`config.mk`:
```
export PLATFORM = sky130hd
export DESIGN_NAME = uart_fifo_rd_sequencer
export DESIGN_NICKNAME = d
export VERILOG_FILES = /design/src/rtl/uart_fifo_rd_sequencer.sv
export SDC_FILE = /design/constraint.sdc
export NUM_CORES = 1
export LEC_CHECK = 0
export CORE_UTILIZATION = 35
export CTS_CLUSTER_DIAMETER = 150
export DETAILED_ROUTE_END_ITERATION = 8
export DONT_BUFFER_PORTS = 1
export PLACE_DENSITY_LB_ADDON = 0.25
export SYNTH_ARGS = -nofsm -noshare
export SYNTH_HDL_FRONTEND = slang
export SYNTH_SLANG_ARGS = --single-unit
```
`constraint.sdc`:
```
create_clock -name clock -period 2.95 [get_ports clock]
set_input_delay 0.59 -clock clock [delete_from_list [all_inputs] [get_ports clock]]
set_output_delay 0.59 -clock clock [all_outputs]
set_load 0.01 [all_outputs]
```
`src/rtl/uart_fifo_rd_sequencer.sv`:
```
// Read-side sequencer for the UART FIFO: issues active-low read strobes, absorbs the
// FIFO's two-cycle read latency and presents popped bytes as a valid/ready stream.
module uart_fifo_rd_sequencer #(
  parameter int DATA_WIDTH = 8,
  parameter int BUF_DEPTH  = 3,
  parameter int CNT_WIDTH  = 16
) (
  input  logic                  clock,
  input  logic                  reset,
  input  logic                  enable,
  input  logic                  fifo_empty,
  output logic                  fifo_rd_n,
  input  logic [DATA_WIDTH-1:0] fifo_dout,
  output logic                  m_valid,
  output logic [DATA_WIDTH-1:0] m_data,
  input  logic                  m_ready,
  output logic                  busy,
  output logic [CNT_WIDTH-1:0]  byte_count
);

  localparam int PW = $clog2(BUF_DEPTH);
  localparam int OW = $clog2(BUF_DEPTH) + 1;
  localparam int LW = OW + 2;

  // vld_pipe[1] = read issued last cycle, vld_pipe[2] = data on fifo_dout now
  logic [2:1]            vld_pipe;
  logic [DATA_WIDTH-1:0] mem [BUF_DEPTH];
  logic [PW-1:0]         wr_ptr, rd_ptr;
  logic [OW-1:0]         occ;
  logic                  issue, push, pop;
  logic [LW-1:0]         load, limit;

  function automatic logic [PW-1:0] ptr_inc(input logic [PW-1:0] p);
    return (p == PW'(BUF_DEPTH - 1)) ? '0 : p + PW'(1);
  endfunction

  assign push    = vld_pipe[2];
  assign pop     = m_valid & m_ready;
  assign m_valid = (occ != '0);
  assign m_data  = m_valid ? mem[rd_ptr] : '0;
  assign busy    = vld_pipe[1] | vld_pipe[2] | m_valid;

  // Reserve a buffer slot for every read in flight; a pop this cycle frees one.
  assign load      = LW'(occ) + LW'(vld_pipe[1]) + LW'(vld_pipe[2]);
  assign limit     = LW'(BUF_DEPTH) + LW'(pop);
  assign issue     = enable & ~fifo_empty & ~reset & (load < limit);
  assign fifo_rd_n = ~issue;

  always_ff @(posedge clock or posedge reset) begin
    if (reset) vld_pipe <= '0;
    else       vld_pipe <= {vld_pipe[1], issue};
  end

  always_ff @(posedge clock or posedge reset) begin
    if (reset) begin
      wr_ptr <= '0;
      rd_ptr <= '0;
      occ    <= '0;
      for (int i = 0; i < BUF_DEPTH; i++) mem[i] <= '0;
    end else begin
      if (push) begin
        mem[wr_ptr] <= fifo_dout;
        wr_ptr      <= ptr_inc(wr_ptr);
      end
      if (pop) rd_ptr <= ptr_inc(rd_ptr);
      if (push && !pop)      occ <= occ + OW'(1);
      else if (!push && pop) occ <= occ - OW'(1);
    end
  end

  always_ff @(posedge clock or posedge reset) begin
    if (reset)    byte_count <= '0;
    else if (pop) byte_count <= byte_count + CNT_WIDTH'(1);
  end

endmodule

```
==> results of run 1 <==
kinds of logic (layout without fill, tap and decap cells):
kind of cell | after synthesis | count (layout) | synth area share
buf+inv | 17 | 24 | 0.03042
xor+xnor | 19 | 19 | 0.07097
compound gates | 13 | 13 | 0.04002
fa+ha+maj | 7 | 7 | 0.04376
mux | 33 | 33 | 0.1542
flops | 49 | 49 | 0.5229
simple gates | 59 | 59 | 0.1377
state kept, by name (all words and copies together) (netlist names):
| signal | count |
|---|---|
| mem | 24 |
| byte_count | 16 |
| occ | 3 |
| rd_ptr | 2 |
| vld_pipe | 2 |
| wr_ptr | 2 |
power groups by stage:
stage / Sequential, W / Combinational, W / Clock, W
after detailed placement: 0.00121 / 0.000887 / 0
final: 0.00119 / 0.000868 / 0.000400
after CTS: 0.00119 / 0.000888 / 0.000421
after global routing: 0.00123 / 0.000966 / 0.000448
after floorplan: 0.00115 / 0.000725 / 0
after global placement: 0.00120 / 0.000874 / 0
worst register-to-register path, delay by kind of cell (launching register included):
kind	cells	cell delay, ns
XOR/XNOR	2	0.29
buffers and inverters	3	0.32
flip-flops	1	0.40
adder cells (fa/ha/maj)	2	0.59
AND/OR/NAND/NOR	3	0.47
layout by cell type, fill, tap and decap left out, types with 2 or more instances in the layout:
cell,synthesis,layout
a21o_1,2,2
a21oi_1,8,8
buf_4,0,4
clkbuf_8,0,5
dfrtp_1,49,49
fa_1,2,2
ha_1,5,5
inv_1,10,9
inv_2,2,3
mux2_2,25,25
mux2i_1,8,8
nand2_1,12,12
nand3_1,5,5
nor2_1,23,23
nor3_1,3,3
nor3_2,4,4
or3_1,3,3
xnor2_1,9,9
xor2_1,10,10
through the flow:
stage | utilization | cell area, sq um | std cells
6_report | 0.3957 | 2541 | 281
5_1_grt | 0.3957 | 2541 | 281
4_1_cts | 0.3947 | 2535 | 281
3_5_place_dp | 0.3807 | 2445 | 273
3_3_place_gp | 0.3807 | 2445 | 273
2_1_floorplan | - | 2345 | 197
final timing paths:
kind / from / endpoint / slack, ns / cells past startpoint
worst max register to register: occ[0] / occ[2] / 0.82 / 10
worst min register to register: vld_pipe[1] / vld_pipe[2] / 0.44 / 0
worst max-delay path: vld_pipe[2] / fifo_rd_n / 0.18 / 6
max in group asynchronous: reset / byte_count[15] / 1.91 / 1
worst min-delay path: reset / vld_pipe[2] / 0.40 / 1
min in group clock: fifo_dout[7] / mem[15] / 0.43 / 1
synthesized netlist by cell type, types with 4 or more instances:
library cell,number
inv_1,10
a21oi_1,8
mux2_2,25
xor2_1,10
nor2_1,23
nand2_1,12
nand3_1,5
mux2i_1,8
clkbuf_1,4
ha_1,5
dfrtp_1,49
nor3_2,4
xnor2_1,9
cell type report:
type,count,area [sq um],area share
Sequential cell,49,1226,0.4825
Clock inverter,3,21.27,0.008370
Tap cell,77,96.34,0.03791
Inverter,12,45.04,0.01773
Clock buffer,5,68.82,0.02708
Multi-Input combinational cell,131,1054,0.4146
Timing Repair Buffer,4,30.03,0.01182
per-layer routing:
layer	part of all wire	up-vias	wire length, um
li1	-	675	-
met1	0.46	683	1917
met2	0.48	35	2027
met3	0.048	7	201
met4	0.013	0	55
met5	0	-	0
==> results.cfg, run 1 <==
[critical_path]
critical_path_arrival_ns = 2.18
cp_max_fo = 6
path_cells = fa_1, ha_1, xor2_1, ha_1, nor4b_2, nand4_1
slowest_stage = dfrtp_1
cp_num_buf_inv = 0
max_stage_delay_ns = 0.45
crit_required_ns = 2.36
end_kind = primary output
cp-start-kind = register
cp_top_family = adder cells
criticalPathCategory = reg -> out
crit_path_frequent_cell = ha_1

[sta]
timing.hold.ws_ns = 0.4009
fmax_mhz = 361.5
setup_tns_ns = 0
worst_slew_pin_slew_ns = 1.021
timing.final.ws_setup_ns = 0.1837
finalSetupViolCount = 0
final.setup_skew_ns = 0.006416
finalCritPeriodShare = 0.9377
drv_slew = 0
maxSlewHeadroom = 0.3181
post-route-min-period_ns = 2.766
final_hold_viol_count = 0
rsz0062_at_grt = false

[pwr]
swShare = 0.3792
ir_drop_mv = 0.4263
internal_power_w = 0.001526
combPwrFrac = 0.353
leakage_nw = 1.126
p_seq_frac = 0.484
clockPowerShare = 0.163
finalPower_w = 0.002458
power.switching_w = 0.0009319
p_per_area_mw_per_mm2 = 967.1

[cts]
clockBufferDepth = 2
root_buffer = clkbuf_8
cts_tree = done
hold_buffers = 0
htree_levels = 2
cts_setup_buffers = 0
path_clk_slew_ns = 0.09
clk_latency_ns = 0.30
cts_resized = 0
clock-sinks = 49
cts_buffers = 5

[final_layout]
n_fill_cell = 623
nets = 223
drive_gt1_frac = 0.2500
num_antenna_cells = 0
synthToLayoutAreaGrowth_pct = 8.378

[floorplanning]
die-area_sq_mm = 0.007031
die_h_um = 83.85
die_w_um = 83.85
io_pins = 40
core-area_sq_mm = 0.006422
start_util = 0.3651
rows = 29

[status]
status = finished, violations left
violations = design-rule violations

[global_routing]
grt_max_degree = 50
use_met2 = 0.2101
antenna_found_initial = 0
grt_usage = 0.1276
grt_use_met1 = 0.1545
globalRouteOverflowTotal = 0
grt_util_met3 = 0.04352
grt_pass1_wl_um = 6900
grt_pass1_vias = 1379
grt.busiest_layer = met2

[yosys]
synth.distinct_cells = 31
yosys_warnings = 0
synth_top_area_share = 0.5229
ys_async_sr_fraction = 1.000
ys.flop_type = dfrtp_1
syn_area_sq_mm = 0.002345
synth_cells = 197
ys_seq_area_frac = 0.5229
yosysTopAreaCell = dfrtp_1
synth_edf_count = 0
ys_ff_latch = 49
synth_area_per_cell_sq_um = 11.90
syn_nets = 217
synth_area_leaders = dfrtp_1 52%, mux2_2 12%, xor2_1 3.7%, nor2_1 3.7%, mux2i_1 3.4%

[route]
vias = 1400
drt-pass1-iter-count = 6
drc = 8
vias_per_cell = 4.982
wl_per_cell_um = 14.95
first_iter_violations = 38
drtAntennaViolNets = 0
routed_wl_um = 4201

[place]
pre_cts_slack_ns = 0.3851
port_buffers = 0
gp_congestion = 0.7265
dp_hpwl_um = 2958

[flow_run]
cap_violations = 0

[worst_hold_path]
min_path_type = in -> async
Note: power is estimated with default switching activity, not from simulation.
==> run 2: changes to the inputs <==
==> constraint.sdc (replaced) <==
create_clock -name clock -period 2.6 [get_ports clock]
set_input_delay 0.52 -clock clock [delete_from_list [all_inputs] [get_ports clock]]
set_output_delay 0.52 -clock clock [all_outputs]
set_load 0.01 [all_outputs]
==> run 2 against run 1 <==
The flow finishes with violations (design-rule violations, negative setup slack). Clock power increased by 39%. First-iteration DRC count rose by 37%. Clock skew barely moved. Total power is 19% higher. Non-clock buffer count is 4 higher. Critical endpoint unchanged.
==> results.cfg, run 2 (same netlist as run 1, synthesis figures left out) <==
[flow_run]
cap_violations = 0

[final_layout]
synthToLayoutAreaGrowth_pct = 11.63
reg_top3 = mem (24), byte_count (16), occ (3)
drive_gt1_frac = 0.2788
largest_register_ffs = 24
largest-register = mem
mostFrequentLayoutCell = dfrtp_1
num_antenna_cells = 0
layout_common_cells = 49 x dfrtp_1, 25 x mux2_2, 23 x nor2_1, 12 x nand2_1, 10 x xor2_1
final_cells = 285
nets = 227

[cts]
htree_levels = 2
hold_buffers = 0
root_buffer = clkbuf_8
cts_tree = done
path_clk_slew_ns = 0.09
clock-sinks = 49
clk_latency_ns = 0.31
cts_buffers = 5
clockBufferDepth = 2

[sta]
timing.final.ws_setup_ns = -0.01958
fmax_mhz = 381.7
maxSlewHeadroom = 0.4858
timing.hold.ws_ns = 0.02652
finalCritPeriodShare = 1.008
final.setup_skew_ns = 0.006383
drv_slew = 0
post-route-min-period_ns = 2.620
rsz0062_at_grt = true
worst_slew_pin_slew_ns = 0.7671
final_hold_viol_count = 0
finalSetupViolCount = 1

[global_routing]
antenna_found_initial = 0
grt_max_degree = 24
grt_pass1_wl_um = 7148
grt_usage = 0.1318
globalRouteOverflowTotal = 0
grt_pass1_vias = 1423

[floorplanning]
start_util = 0.3651
core-area_sq_mm = 0.006422
die_w_um = 83.85
die-area_sq_mm = 0.007031
die_h_um = 83.85
io_pins = 40
rows = 29

[worst_hold_path]
min_path_type = in -> async

[place]
port_buffers = 0
pre_cts_slack_ns = 0.07851
gp_congestion = 0.7703
dp_hpwl_um = 3053
dp_cells = 275

[critical_path]
criticalPathCategory = reg -> out
critical_path_arrival_ns = 2.10
cp-start-kind = register
end_kind = primary output
crit_required_ns = 2.08
cp_max_fo = 2

[route]
wl_met2_um = 2025
wl_met1_um = 2010
drc = 8
top_layer_used = met4
wl_per_cell_um = 15.19
wl_met3_um = 213
drtAntennaViolNets = 0
drt-pass1-iter-count = 6
vias_per_cell = 5.039
vias = 1436
routed_wl_um = 4329
first_iter_violations = 52

[status]
violations = design-rule violations, negative setup slack
status = finished, violations left

[pwr]
leakage_nw = 1.159
ir_drop_mv = 0.5248
p_per_area_mw_per_mm2 = 1119
## run 2: cell types whose count changed in the layout (fill, tap and decap cells not counted), sizes merged
| cell | before | now |
|---|---|---|
| inv | 13 | 12 |
| bufinv | 0 | 1 |
| buf | 4 | 8 |
## run 2: final cells by class
class | count | area [sq um]
clock inverters | 3 | 46.29
repair buffers | 8 | 60.06
well taps | 77 | 96.34
multi-input cells | 131 | 1075
clock buffers | 5 | 68.82
inverters | 12 | 45.04
fillers | 614 | 3805
flip-flops and latches | 49 | 1226
## run 2: power breakdown
part	total (W)	switching (W)	internal [W]
registers	0.00137	0.000312	0.00106
clock network	0.000558	0.000270	0.000288
logic	0.000997	0.000502	0.000495
## run 2: path summary, 6_finish.rpt
kind	start	end	slack, ns	cells past startpoint
min in group clock	fifo_dout[7]	mem[23]	0.35	1
min	reset	byte_count[0]	0.03	1
max in group asynchronous	reset	mem[3]	1.98	2
min reg2reg	mem[20]	mem[20]	0.51	1
max	vld_pipe[1]	fifo_rd_n	-0.02	6
max reg2reg	occ[0]	occ[2]	0.48	10
## run 2: layer usage
layer | global-route usage | vias to the layer above
met1 | 0.1625 | 712
li1 | - | 682
met5 | 0 | -
met4 | 0.05643 | 0
met3 | 0.04352 | 7
met2 | 0.2109 | 35
## run 2: timing repair
| action | 4_1_cts | 5_1_grt |
|---|---|---|
| pin swaps | 3 | 3 |
| resized for setup | 5 | 1 |
| setup buffers | 1 | 1 |
| endpoints found under the setup margin | 1 | 1 |
## run 2: critical path, cell delays in order, from the launching register on
cell	delay (ns)
dfrtp_1	0.42
fa_2	0.40
ha_2	0.19
xor2_1	0.14
ha_2	0.20
nor4b_4	0.24
nand4_1	0.21
## run 2: through the flow
stage	TNS (ns)	utilization	total power (W)	instance area, sq um
detailed placement	0	0.3830	0.002375	2460
finish	-0.01958	0.4076	0.002929	2618
CTS	-0.07146	0.4056	0.002960	2605
global placement	0	0.3830	0.002346	2460
floorplan	0	-	0.002123	2345
global route	-0.09054	0.4076	0.003140	2618
==> run 3: changes to the inputs <==
==> constraint.sdc (replaced) <==
create_clock -name clock -period 2.6 [get_ports clock]
set_input_delay 0.26 -clock clock [delete_from_list [all_inputs] [get_ports clock]]
set_output_delay 0.26 -clock clock [all_outputs]
set_load 0.01 [all_outputs]
==> run 3 against run 2 <==
The flow finishes with violations (design-rule violations). Maximum frequency grew 6.1%. Clock-buffer cell count is the same. Flip-flop and latch count is the same. Utilization shrank 0.53 points. Critical path type unchanged.
==> results.cfg, run 3 (same netlist as run 1, synthesis figures left out) <==
[sta]
fmax_mhz = 405.1
worst_slew_pin_slew_ns = 0.7952
timing.final.ws_setup_ns = 0.1313
final_hold_viol_count = 0
finalCritPeriodShare = 0.9495
post-route-min-period_ns = 2.469
setup_tns_ns = 0
finalSetupViolCount = 0
rsz0062_at_grt = false
final.setup_skew_ns = 0.01076
maxSlewHeadroom = 0.4669
drv_slew = 0

[global_routing]
globalRouteOverflowTotal = 0
grt_pass1_wl_um = 7148
grt_pass1_vias = 1403
antenna_found_initial = 0
grt_usage = 0.1312
grt_max_degree = 28

[critical_path]
cp_max_fo = 6
cp_num_buf_inv = 0
cp_top_family = adder cells
r2r_end = occ[2]
crit_required_ns = 2.34
reg2reg_slack_ns = 0.42
startpoint = vld_pipe[2]
path_cells = fa_1, ha_1, xor2_1, ha_1, nor4b_2, nand4_1
crit_path_frequent_cell = ha_1
critical_path_arrival_ns = 2.21
reg2reg_from = occ[0]
ff2ff_path_depth = 10
cp-endpoint = fifo_rd_n
slowest_stage = dfrtp_1
worst-path-stages = 6
max_stage_delay_ns = 0.47
criticalPathCategory = reg -> out
cp-start-kind = register
end_kind = primary output

[place]
pre_cts_slack_ns = 0.3747
gp_congestion = 0.7633
dp_hpwl_um = 3074
port_buffers = 0

[floorplanning]
core-area_sq_mm = 0.006422
die_h_um = 83.85
die_w_um = 83.85
start_util = 0.3651
rows = 29
die-area_sq_mm = 0.007031
io_pins = 40

[cts]
path_clk_slew_ns = 0.10
clk_latency_ns = 0.30
clockBufferDepth = 2
cts_tree = done
root_buffer = clkbuf_8
cts_buffers = 5
clock-sinks = 49
htree_levels = 2

[final_layout]
mostFrequentLayoutCell = dfrtp_1
nets = 225
largest-register = mem
reg_top3 = mem (24), byte_count (16), occ (3)
synthToLayoutAreaGrowth_pct = 10.19
drive_gt1_frac = 0.2524
largest_register_ffs = 24
num_antenna_cells = 0
layout_common_cells = 49 x dfrtp_1, 25 x mux2_2, 23 x nor2_1, 12 x nand2_1, 10 x xor2_1
n_fill_cell = 636

[route]
drc = 8
vias_per_cell = 4.965
wl_per_cell_um = 15.13
first_iter_violations = 35
routed_wl_um = 4281
vias = 1405
drtAntennaViolNets = 0
drt-pass1-iter-count = 6
wl_met3_um = 164
top_layer_used = met4
wl_met2_um = 2052
wl_met1_um = 2013

[flow_run]
cap_violations = 0

[pwr]
ir_drop_mv = 0.5053
leakage_nw = 1.145
p_per_area_mw_per_mm2 = 1127

[worst_hold_path]
min_path_type = in -> reg

[status]
status = finished, violations left
violations = design-rule violations
-- run 3: changes by cell type in the layout (fill, tap and decap cells not counted) --
cell	change
buf_4	-3
ha_1	+2
ha_2	-2
dlygate4sd3_1	+1
fa_1	+1
fa_2	-1
nand2_2	+1
nand2_4	-1
nor4b_2	+1
nor4b_4	-1
-- run 3: what timing repair did --
action,CTS,global route
hold buffers,1,0
hold endpoints to repair,22,0
setup endpoints to repair,0,1
buffers inserted,0,0
resized for setup,0,1
-- run 3: final cells by class --
cell class | instances | area, sq um | area share
clock buffer | 5 | 68.82 | 0.02663
clock inverter | 3 | 46.29 | 0.01792
inverter | 12 | 45.04 | 0.01743
multi-input combinational | 131 | 1054 | 0.4077
sequential | 49 | 1226 | 0.4746
tap | 77 | 96.34 | 0.03729
timing repair buffer | 6 | 47.55 | 0.01840
-- run 3: how the worst min path moves through the flow --
stage	startpoint	endpoint	depth (start not counted)
global route	fifo_dout[0]	mem[8]	1
global placement	reset	byte_count[0]	1
CTS	fifo_dout[7]	mem[15]	1
detailed placement	reset	wr_ptr[1]	1
finish	fifo_dout[7]	mem[15]	1
floorplan	vld_pipe[1]	vld_pipe[2]	0
-- run 3: layer usage --
metal	up-vias	GRT usage
li1	683	-
met1	679	0.1685
met2	36	0.2124
met3	7	0.03759
met4	0	0.04389
met5	-	0
-- run 3: per-stage QoR --
stage	std cells	hold slack, ns	instance area (sq um)	total power, W	utilization
after floorplan	197	0.4053	2345	0.002123	-
after global placement	274	0.2049	2452	0.002365	0.3818
after detailed placement	274	0.2070	2452	0.002391	0.3818
after CTS	283	0.08436	2577	0.002956	0.4013
after global routing	283	0.07170	2584	0.003124	0.4023
final	283	0.09420	2584	0.002913	0.4023
-- run 3: where the power goes --
part	switching (W)	internal, W	leakage, nW
Combinational	0.000526	0.000485	0.504
Sequential	0.000284	0.00106	0.587
Clock	0.000268	0.000288	0.0543
